<file path="config.mk">
export PLATFORM = sky130hd
export DESIGN_NAME = instr_realigner
export DESIGN_NICKNAME = d
export VERILOG_FILES = /design/src/rtl/instr_realigner_pkg.sv /design/src/rtl/instr_realigner_out_reg.sv /design/src/rtl/instr_realigner.sv
export SDC_FILE = /design/constraint.sdc
export NUM_CORES = 1
export LEC_CHECK = 0
export BUFFER_PORTS_ARGS = -buffer_cell sky130_fd_sc_hd__buf_4
export CORE_ASPECT_RATIO = 1.1
export CORE_MARGIN = 8
export CORE_UTILIZATION = 47
export DETAILED_ROUTE_END_ITERATION = 10
export GPL_ROUTABILITY_DRIVEN = 0
export PLACE_DENSITY = 0.72
export SLEW_MARGIN = 20
export SYNTH_ARGS = -nofsm -noshare
export SYNTH_HDL_FRONTEND = slang
export SYNTH_HIERARCHICAL = 1
export SYNTH_SLANG_ARGS = --single-unit
</file>
<file path="constraint.sdc">
create_clock -name clk_i -period 2.24 [get_ports clk_i]
set_input_delay 0.112 -clock clk_i [delete_from_list [all_inputs] [get_ports clk_i]]
set_output_delay 0.112 -clock clk_i [all_outputs]
set_load 0.05 [all_outputs]
</file>
<file path="src/rtl/instr_realigner_pkg.sv">
// ==================================================================
// instr_realigner_pkg -- shared realigner state and opcode constants
// Revision: 1.0
// ==================================================================
`default_nettype none

package instr_realigner_pkg;

  typedef enum logic [1:0] {
    ALIGNED   = 2'd0,
    UNALIGNED = 2'd1,
    SKIP_LOW  = 2'd2
  } realign_state_e;

  localparam logic [1:0] OPC_FULL = 2'b11;

  // True when the halfword opens a 32-bit instruction.
  function automatic logic is_full(input logic [15:0] hw);
    return hw[1:0] == OPC_FULL;
  endfunction

endpackage

`default_nettype wire

</file>
<file path="src/rtl/instr_realigner_out_reg.sv">
// ==================================================================
// instr_out_reg -- single-entry valid/ready output register
// Revision: 1.0
// ==================================================================
`default_nettype none

module instr_out_reg (
  input  logic        clk_i,
  input  logic        rst_ni,
  input  logic        flush_i,
  input  logic        in_valid_i,
  input  logic [31:0] in_instr_i,
  input  logic [31:0] in_pc_i,
  input  logic        in_compressed_i,
  input  logic        in_illegal_i,
  input  logic        out_ready_i,
  output logic        out_valid_o,
  output logic [31:0] out_instr_o,
  output logic [31:0] out_pc_o,
  output logic        out_compressed_o,
  output logic        out_illegal_o
);

  logic        valid_q, valid_d;
  logic [31:0] instr_q, instr_d;
  logic [31:0] pc_q, pc_d;
  logic        compressed_q, compressed_d;
  logic        illegal_q, illegal_d;

  // The producer only loads when the entry is empty or draining this cycle.
  always_comb begin
    valid_d      = valid_q;
    instr_d      = instr_q;
    pc_d         = pc_q;
    compressed_d = compressed_q;
    illegal_d    = illegal_q;
    if (valid_q && out_ready_i) begin
      valid_d = 1'b0;
    end
    if (in_valid_i) begin
      valid_d      = 1'b1;
      instr_d      = in_instr_i;
      pc_d         = in_pc_i;
      compressed_d = in_compressed_i;
      illegal_d    = in_illegal_i;
    end
    if (flush_i) begin
      valid_d = 1'b0;
    end
  end

  always_ff @(posedge clk_i or negedge rst_ni) begin
    if (!rst_ni) begin
      valid_q      <= 1'b0;
      instr_q      <= 32'h0;
      pc_q         <= 32'h0;
      compressed_q <= 1'b0;
      illegal_q    <= 1'b0;
    end else begin
      valid_q      <= valid_d;
      instr_q      <= instr_d;
      pc_q         <= pc_d;
      compressed_q <= compressed_d;
      illegal_q    <= illegal_d;
    end
  end

  assign out_valid_o      = valid_q;
  assign out_instr_o      = instr_q;
  assign out_pc_o         = pc_q;
  assign out_compressed_o = compressed_q;
  assign out_illegal_o    = illegal_q;

endmodule

`default_nettype wire

</file>
<file path="src/rtl/instr_realigner.sv">
// ==================================================================
// instr_realigner -- fetch-word to whole-instruction realigner (RV32C)
// Revision: 1.0
// ==================================================================
`default_nettype none

module instr_realigner
  import instr_realigner_pkg::*;
#(
  parameter logic [31:0] BOOT_ADDR = 32'h0000_0080,
  parameter bit          RVC_EN    = 1'b1
) (
  input  logic        clk_i,
  input  logic        rst_ni,
  input  logic        fetch_valid_i,
  input  logic [31:0] fetch_rdata_i,
  output logic        fetch_ready_o,
  input  logic        flush_i,
  input  logic [31:0] flush_pc_i,
  output logic        instr_valid_o,
  input  logic        instr_ready_i,
  output logic [31:0] instr_o,
  output logic [31:0] pc_o,
  output logic        is_compressed_o,
  output logic        illegal_o
);

  localparam logic [31:0]    RESET_PC    = {BOOT_ADDR[31:1], 1'b0};
  localparam realign_state_e RESET_STATE = BOOT_ADDR[1] ? SKIP_LOW : ALIGNED;

  realign_state_e state_q, state_d;
  logic [15:0]    res_q, res_d;
  logic           res_valid_q, res_valid_d;
  logic [31:0]    pc_q, pc_d;

  logic        can_emit;
  logic        res_compressed;
  logic        fetch_ready;
  logic        emit_valid;
  logic [31:0] emit_instr;
  logic        emit_compressed;
  logic        emit_illegal;

  assign can_emit       = !instr_valid_o || instr_ready_i;
  assign res_compressed = res_valid_q && !is_full(res_q);

  // Kept apart from the datapath so the handshake never depends on fetch data.
  always_comb begin
    fetch_ready = 1'b0;
    if (!flush_i) begin
      unique case (state_q)
        ALIGNED:   fetch_ready = can_emit;
        UNALIGNED: fetch_ready = can_emit && !res_compressed;
        SKIP_LOW:  fetch_ready = 1'b1;
        default:   fetch_ready = 1'b0;
      endcase
    end
  end

  assign fetch_ready_o = fetch_ready && rst_ni;

  always_comb begin
    state_d     = state_q;
    res_d       = res_q;
    res_valid_d = res_valid_q;
    pc_d        = pc_q;
    emit_valid  = 1'b0;
    emit_instr  = 32'h0;
    if (flush_i) begin
      pc_d        = {flush_pc_i[31:1], 1'b0};
      res_valid_d = 1'b0;
      state_d     = flush_pc_i[1] ? SKIP_LOW : ALIGNED;
    end else begin
      unique case (state_q)
        ALIGNED: begin
          if (fetch_valid_i && can_emit) begin
            emit_valid = 1'b1;
            if (is_full(fetch_rdata_i[15:0])) begin
              emit_instr = fetch_rdata_i;
              pc_d       = pc_q + 32'd4;
            end else begin
              emit_instr  = {16'h0, fetch_rdata_i[15:0]};
              res_d       = fetch_rdata_i[31:16];
              res_valid_d = 1'b1;
              pc_d        = pc_q + 32'd2;
              state_d     = UNALIGNED;
            end
          end
        end
        UNALIGNED: begin
          if (res_compressed) begin
            if (can_emit) begin
              emit_valid  = 1'b1;
              emit_instr  = {16'h0, res_q};
              res_valid_d = 1'b0;
              pc_d        = pc_q + 32'd2;
              state_d     = ALIGNED;
            end
          end else if (fetch_valid_i && can_emit) begin
            // Straddling instruction: low half buffered, high half in this word.
            emit_valid = 1'b1;
            emit_instr = {fetch_rdata_i[15:0], res_q};
            res_d      = fetch_rdata_i[31:16];
            pc_d       = pc_q + 32'd4;
          end
        end
        SKIP_LOW: begin
          if (fetch_valid_i) begin
            res_d       = fetch_rdata_i[31:16];
            res_valid_d = 1'b1;
            state_d     = UNALIGNED;
          end
        end
        default: begin
          state_d     = ALIGNED;
          res_valid_d = 1'b0;
        end
      endcase
    end
  end

  assign emit_compressed = emit_instr[1:0] != OPC_FULL;
  assign emit_illegal    = emit_compressed && (RVC_EN == 1'b0);

  always_ff @(posedge clk_i or negedge rst_ni) begin
    if (!rst_ni) begin
      state_q     <= RESET_STATE;
      res_q       <= 16'h0;
      res_valid_q <= 1'b0;
      pc_q        <= RESET_PC;
    end else begin
      state_q     <= state_d;
      res_q       <= res_d;
      res_valid_q <= res_valid_d;
      pc_q        <= pc_d;
    end
  end

  instr_out_reg u_out_reg (
    .clk_i            (clk_i),
    .rst_ni           (rst_ni),
    .flush_i          (flush_i),
    .in_valid_i       (emit_valid),
    .in_instr_i       (emit_instr),
    .in_pc_i          (pc_q),
    .in_compressed_i  (emit_compressed),
    .in_illegal_i     (emit_illegal),
    .out_ready_i      (instr_ready_i),
    .out_valid_o      (instr_valid_o),
    .out_instr_o      (instr_o),
    .out_pc_o         (pc_o),
    .out_compressed_o (is_compressed_o),
    .out_illegal_o    (illegal_o)
  );

endmodule

`default_nettype wire

</file>
==> results.sh, run 1 <==
export IMPL_synthesis_instances=508
export IMPL_clock_tree_buffer_depth=2
export IMPL_routedWlPerCell_microns=18.6
export IMPL_cp_num_buf_inv=0
export IMPL_final_min_clock_period_ps=2240
export IMPL_syn_mean_instance_area_sq_um=11.4
export IMPL_clock_sinks=116
export IMPL_main_flop_type_after_synthesis="sky130_fd_sc_hd__dfrtp_1"
export IMPL_ctsRootBufferMaster="sky130_fd_sc_hd__clkbuf_16"
export IMPL_period_share_pct=100
export IMPL_grt_start_max_net_pins=117
export IMPL_diodes=0
export IMPL_timing_final_setup_violations=1
export IMPL_syn_area_sq_um=5800
export IMPL_dr_total_vias=5000
export IMPL_synth_area_mux_share_pct=18.4
export IMPL_clock_fmax_ghz=0.446
export IMPL_number_of_global_route_vias_before_repair=5309
export IMPL_compound_gate_fraction_of_synth_area_pct=11.7
export IMPL_timing_max_transition_violations_final=0
export IMPL_synth_enable_flop_cells=0
export IMPL_cts_post_setup_buffers_inserted=0
export IMPL_p_leak_nw=3.63
export IMPL_post_synth_fa_ha_maj_area_fraction_pct=0.431
export IMPL_synth_yosys_warnings=6
export IMPL_holdCritPathClass="input port to flip-flop"
export IMPL_finalHoldWorstSlack_ps=113
export IMPL_final_critical_path_setup_slack_ps=-2.49
export IMPL_initialDrtViolationCount=305
export IMPL_layout_area_overhead_vs_synth_pct=42.8
export IMPL_ys_types=56
export IMPL_r2r_cells=5
export IMPL_outcome="finished with violations"
export IMPL_synth_seq_cells=116
export IMPL_hpwlAfterDp_microns=11200
export IMPL_die_height_microns=133
export IMPL_grt_remaining_overflow=0
export IMPL_clkSlewWorstSetupHoldPaths_ps=50
export IMPL_firstDrtPassIters=5
export IMPL_dieWidth_microns=122
export IMPL_first_pass_grt_wire_length_microns=27200
export IMPL_final_design_area_no_fill_sq_um=8280
export IMPL_synth_yosys_seq_area_share_pct=50.1
export IMPL_viasPerCell=5.67
export IMPL_irDropWorstVdd_uv=601
export IMPL_post_synth_and_or_nand_nor_area_fraction_pct=14.5
export IMPL_final_net_count=786
export IMPL_crit_path_end_kind="flip-flop"
export IMPL_antenna_violations_before_repair=0
export IMPL_r2r_slack_ps=-2
export IMPL_start_util_pct=48.2
export IMPL_worstPathMaxFanout=7
export IMPL_hold_path_cell_count=2
export IMPL_route_antenna_remaining_nets=0
export IMPL_r2r_end="pc_q[24]"
export IMPL_boundaryPins=137
export IMPL_cp_slowest_stage_delay_ps=570
export IMPL_wl_microns=16400
export IMPL_final_common_cell="sky130_fd_sc_hd__buf_4"
export IMPL_p_total_mw=7.33
export IMPL_worst_hold_startpoint="flush_i"
export IMPL_critical_path_cell_chain="nand4_1, or4_4, or3_4, or3b_4, a31oi_1"
export IMPL_clk_insertion_delay_late_ps=410
export IMPL_layout_cells_most_common_list="165 x sky130_fd_sc_hd__buf_4, 114 x sky130_fd_sc_hd__dfrtp_1, 55 x sky130_fd_sc_hd__mux2_2"
export IMPL_num_rows=42
export IMPL_grt_setup_unrepaired="yes"
export IMPL_numPortBuffers=135
export IMPL_startpoint_type="flip-flop"
export IMPL_utilization_pct=68.8
export IMPL_placeableCoreArea_sq_um=12000
export IMPL_failing_checks="setup timing"
export IMPL_detailed_place_area_sq_um=7160
export IMPL_power_density_cell_area_nw_per_um2=886
export IMPL_post_route_cells_drive_above_1_share_pct=41.6
export IMPL_ys_async_rst_share_pct=100
export IMPL_timing_clock_skew_ps=7.63
export IMPL_worstReg2RegStart="pc_q[7]"
export IMPL_max_cap_violations=0
export IMPL_cpLargestDelayFamily="simple AND/OR/NAND/NOR gates"
export IMPL_share_of_the_synthesized_netlist_area_taken_by_xor_and_xnor_gates_pct=1.66
export IMPL_h_tree_depth=4
export IMPL_global_route_usage_total_pct=20.8
export IMPL_tritoncts="yes"
export IMPL_preCtsSetupSlack_ps=-60.4
export IMPL_synth_top_family_by_area="multiplexers"
export IMPL_timing_critical_path_slowest_stage_cell="sky130_fd_sc_hd__or4_4"
export IMPL_timing_hold_worst_endpoint="state_q[0]"
export IMPL_final_hold_violations=0
export IMPL_timing_slew_headroom_pct=57.4
export IMPL_worst_pin_slew_ps=639
export IMPL_critical_path_arrival_ps=2580
export IMPL_die_area_sq_um=16200
export IMPL_cp_required_ps=2570
export IMPL_class_of_the_most_critical_setup_path="flip-flop to flip-flop"
export IMPL_cts_buffers=17
export IMPL_post_route_drc_count=0
[repair_timing]
item	in CTS	in global routing
pin swaps	0	1
endpoints found under the setup margin	4	8
hold buffers	50	0
hold endpoints to repair	164	0
resized for setup	4	7
[worst max-delay path by stage]
stage | start | to | slack [ps] | cells past startpoint
floorplan | pc_q[7] | pc_q[24] | -40 | 7
detailed placement | pc_q[7] | pc_q[24] | -60 | 5
CTS | pc_q[7] | pc_q[26] | 10 | 6
finish | pc_q[7] | pc_q[24] | -2 | 5
global route | pc_q[7] | pc_q[24] | -80 | 5
global placement | pc_q[7] | pc_q[24] | 20 | 5
[area by class of cell]
type	count	area [sq um]
Clock buffer	28	517
Clock inverter	4	45.0
Fill cell	876	3750
Inverter	5	18.8
Multi-Input combinational cell	357	2800
Sequential cell	116	2910
Tap cell	154	193
Timing Repair Buffer	218	1800
[state kept, by name (all words and copies together), names as in the netlist]
signal and count:
res_q 16, u_out_reg/out_pc_o 32, u_out_reg/out_instr_o 32, u_out_reg/out_illegal_o 1, u_out_reg/out_valid_o 1, pc_q 31
state_q 2, u_out_reg/out_compressed_o 1
[per-stage QoR]
step	cells	setup TNS [ps]
final	882	-2.49
after global routing	882	-216
after CTS	882	0
after detailed placement	800	-66.3
after global placement	800	0
after floorplan	509	-103
[metal layers]
layer | GRT usage [%] | wire (microns)
met1 | 25.0 | 6660
met2 | 34.1 | 8100
met3 | 6.94 | 1360
met4 | 6.52 | 280
met5 | 0 | 0
[worst reg2reg max path: cells and delay by family, from the launching register on]
kind               cells  cell delay (ps)
and+or+nand+nor        4             1480
DFF                    1              560
AOI/OAI and AO/OA      1              130
[synthesized netlist by cell type, drive strengths merged, types with 2 or more instances]
library cell | count | area (sq um)
or3b | 2 | 17.5
nand2b | 4 | 25.0
and4 | 2 | 18.8
nor2 | 54 | 203
o211ai | 4 | 30.0
mux2 | 84 | 1050
or4 | 16 | 121
a31oi | 16 | 100
o21ai | 16 | 80.1
buf | 14 | 96.3
ha | 2 | 25.0
and3 | 3 | 18.8
o41ai | 2 | 17.5
inv | 5 | 18.8
o2111ai | 2 | 17.5
xor2 | 2 | 17.5
xnor2 | 9 | 78.8
nor3 | 4 | 20.0
clkbuf | 15 | 56.3
nand3 | 12 | 60.1
dlygate4sd3 | 2 | 20.0
nand4 | 6 | 43.8
nor2b | 3 | 18.8
dfrtp | 115 | 2880
nand2 | 30 | 113
nor4 | 8 | 50.1
a22oi | 33 | 248
nor4b | 3 | 41.3
o31ai | 12 | 90.1
o21bai | 2 | 18.8
or3 | 10 | 63.8
a21oi | 4 | 20.0
[cell families (layout without fill, tap and decap cells)]
logic type	Yosys count	after routing
and+or+nand+nor	160	160
adders and majority gates	2	2
DFF	116	116
xor gates and xnor gates	11	11
AOI/OAI and AO/OA	97	97
buffers and inverters	36	255
muxes	85	85
other	1	2
[power breakdown]
part | total, mW | leakage [nW] | internal [mW] | switching [mW]
clock network | 2.55 | 0.278 | 1.67 | 0.886
registers | 2.65 | 1.42 | 2.42 | 0.222
logic | 2.14 | 1.93 | 0.833 | 1.30
total | 7.33 | 3.63 | 4.92 | 2.41
(Power assumes the default switching activity.)
==> inputs of run 2 (changes only) <==
==> constraint.sdc (replaced) <==
create_clock -name clk_i -period 2.24 [get_ports clk_i]
set_input_delay 0.224 -clock clk_i [delete_from_list [all_inputs] [get_ports clk_i]]
set_output_delay 0.224 -clock clk_i [all_outputs]
set_load 0.05 [all_outputs]
==> run 2 against run 1 <==
Die area did not move. The flow now finishes without violations. Critical path type unchanged. Via count is 4.3% lower. Global-route usage decreased by 1.1 points. Clock skew rose by 4.7 ps.
==> results.sh, run 2 (same netlist as run 1, synthesis figures left out) <==
export IMPL_r2r_slack_ps=50
export IMPL_start_util_pct=48.2
export IMPL_dieWidth_microns=122
export IMPL_final_net_count=738
export IMPL_antenna_violations_before_repair=0
export IMPL_dr_total_vias=4786
export IMPL_grt_start_max_net_pins=117
export IMPL_p_sw_mw=2.37
export IMPL_irDropWorstVdd_uv=707
export IMPL_critical_path_cell_chain="nand4_1, or4_4, or3_4, or3b_1, a31oi_1"
export IMPL_seqCellArea_sq_um=2910
export IMPL_holdCritPathClass="input port to flip-flop"
export IMPL_numPortBuffers=135
export IMPL_clk_insertion_delay_late_ps=410
export IMPL_die_area_sq_um=16200
export IMPL_final_min_clock_period_ps=2190
export IMPL_timing_clock_skew_ps=12.3
export IMPL_post_route_cells_drive_above_1_share_pct=44.1
export IMPL_comb_power_share_pct=28.2
export IMPL_layout_cells_non_filler=832
export IMPL_timing_critical_path_slowest_stage_cell="sky130_fd_sc_hd__or4_4"
export IMPL_cts_post_setup_buffers_inserted=0
export IMPL_numPlacedInstances=801
export IMPL_timing_final_setup_violations=0
export IMPL_p_total_mw=7.28
export IMPL_clkSlewWorstSetupHoldPaths_ps=50
export IMPL_viasPerCell=5.75
export IMPL_clock_fmax_ghz=0.457
export IMPL_firstDrtPassIters=5
export IMPL_crit_path_end_kind="flip-flop"
export IMPL_startpoint_type="flip-flop"
export IMPL_max_cap_violations=0
export IMPL_outcome="complete, no violations"
export IMPL_r2r_cells=5
export IMPL_cp_slowest_stage_delay_ps=560
export IMPL_boundaryPins=137
export IMPL_critical_path_arrival_ps=2520
export IMPL_number_of_cells_on_the_critical_path=5
export IMPL_finalHoldWorstSlack_ps=18.8
export IMPL_placeableCoreArea_sq_um=12000
export IMPL_worstReg2RegStart="pc_q[7]"
export IMPL_post_route_drc_count=0
export IMPL_area_taken_by_multi_input_logic_gates_sq_um=2790
export IMPL_num_rows=42
export IMPL_r2r_end="pc_q[24]"
export IMPL_seqPwrFrac_pct=36.3
export IMPL_final_common_cell="sky130_fd_sc_hd__buf_4"
export IMPL_global_route_usage_total_pct=19.7
export IMPL_die_height_microns=133
export IMPL_cp_num_buf_inv=0
export IMPL_final_critical_path_setup_slack_ps=52.8
export IMPL_hpwlAfterDp_microns=11000
export IMPL_intPower_mw=4.91
export IMPL_grt_remaining_overflow=0
export IMPL_timing_slew_headroom_pct=55.0
export IMPL_layout_filler_cells=908
export IMPL_route_antenna_remaining_nets=0
export IMPL_ctsRootBufferMaster="sky130_fd_sc_hd__clkbuf_16"
export IMPL_h_tree_depth=4
export IMPL_wl_microns=15500
export IMPL_worstPathMaxFanout=7
export IMPL_class_of_the_most_critical_setup_path="flip-flop to flip-flop"
export IMPL_clock_sinks=116
export IMPL_final_hold_violations=0
export IMPL_clock_tree_buffer_depth=2
export IMPL_cts_buffers=17
export IMPL_p_sw_share_pct=32.6
export IMPL_worst_hold_startpoint="flush_pc_i[18]"
export IMPL_worst_pin_slew_ps=675
export IMPL_grt_setup_unrepaired="yes"
export IMPL_layout_area_overhead_vs_synth_pct=34.2
export IMPL_initialDrtViolationCount=362
export IMPL_routedWlPerCell_microns=18.7
export IMPL_power_density_cell_area_nw_per_um2=935
export IMPL_timing_max_transition_violations_final=0
export IMPL_diodes=0
export IMPL_cp_required_ps=2570
export IMPL_p_leak_nw=3.42
export IMPL_cpLargestDelayFamily="simple AND/OR/NAND/NOR gates"
export IMPL_layout_cells_most_common_list="166 x sky130_fd_sc_hd__buf_4, 114 x sky130_fd_sc_hd__dfrtp_1, 55 x sky130_fd_sc_hd__mux2_2"
export IMPL_preCtsSetupSlack_ps=-36.9
export IMPL_number_of_global_route_vias_before_repair=5018
export IMPL_first_pass_grt_wire_length_microns=25600
export IMPL_pwr_share_clk_pct=35.5
export IMPL_period_share_pct=97.6
export IMPL_timing_hold_worst_endpoint="pc_q[18]"
export IMPL_tritoncts="yes"
export IMPL_hold_path_cell_count=3
[run 2: changes by cell type in the layout (fill, tap and decap cells not counted), sizes merged]
cell,before,now
dlygate4sd3,50,1
clkbuf,28,25
buf,168,169
bufinv,1,2
[run 2: area by class of cell]
cell class | count | share of cell area (%)
inverter | 5 | 0.241
clock inverter | 5 | 0.965
clock buffer | 25 | 6.24
tap | 154 | 2.48
sequential | 116 | 37.3
timing repair buffer | 170 | 16.9
multi-input combinational | 357 | 35.8
[run 2: worst min-delay path: stages]
cell and delay [ps]:
sky130_fd_sc_hd__buf_4 80, sky130_fd_sc_hd__nand2_1 40, sky130_fd_sc_hd__o21ai_0 50
[run 2: power by group through the flow]
| stage | clock network (mW) | logic, mW | registers (mW) |
|---|---|---|---|
| final | 2.59 | 2.05 | 2.64 |
| after global routing | 2.73 | 2.17 | 2.68 |
| after CTS | 2.63 | 2.06 | 2.64 |
| after detailed placement | 0 | 2.05 | 2.67 |
| after global placement | 0 | 2.02 | 2.65 |
| after floorplan | 0 | 0.618 | 3.33 |
[run 2: what timing repair did]
action	4_1_cts	5_1_grt
endpoints found under the setup margin	1	10
gates resized for setup	2	6
pin swaps	0	1
endpoints found under the hold margin	35	0
hold buffers	1	0
[run 2: layer usage]
layer	GRT usage (%)	up-vias	routed length, microns
met4	6.59	0	218
met3	7.15	22	1260
met5	0	-	0
li1	-	2209	-
met2	31.2	195	7530
met1	24.1	2360	6530
[run 2: per-stage QoR]
stage	utilization [%]	setup TNS, ps	cell area (sq um)
2_1_floorplan	-	-103	5820
3_5_place_dp	59.5	-36.9	7160
5_1_grt	64.7	-72.3	7780
3_3_place_gp	59.5	0	7160
6_report	64.7	0	7780
4_1_cts	64.4	0	7750
[run 2: worst max path at each step]
stage | end | slack, ps | from
after floorplan | pc_q[24] | -40 | pc_q[7]
after global placement | pc_q[24] | 50 | pc_q[7]
after detailed placement | pc_q[24] | -40 | pc_q[7]
after CTS | pc_q[25] | 10 | pc_q[7]
after global routing | pc_q[24] | -70 | pc_q[7]
final | pc_q[24] | 50 | pc_q[7]
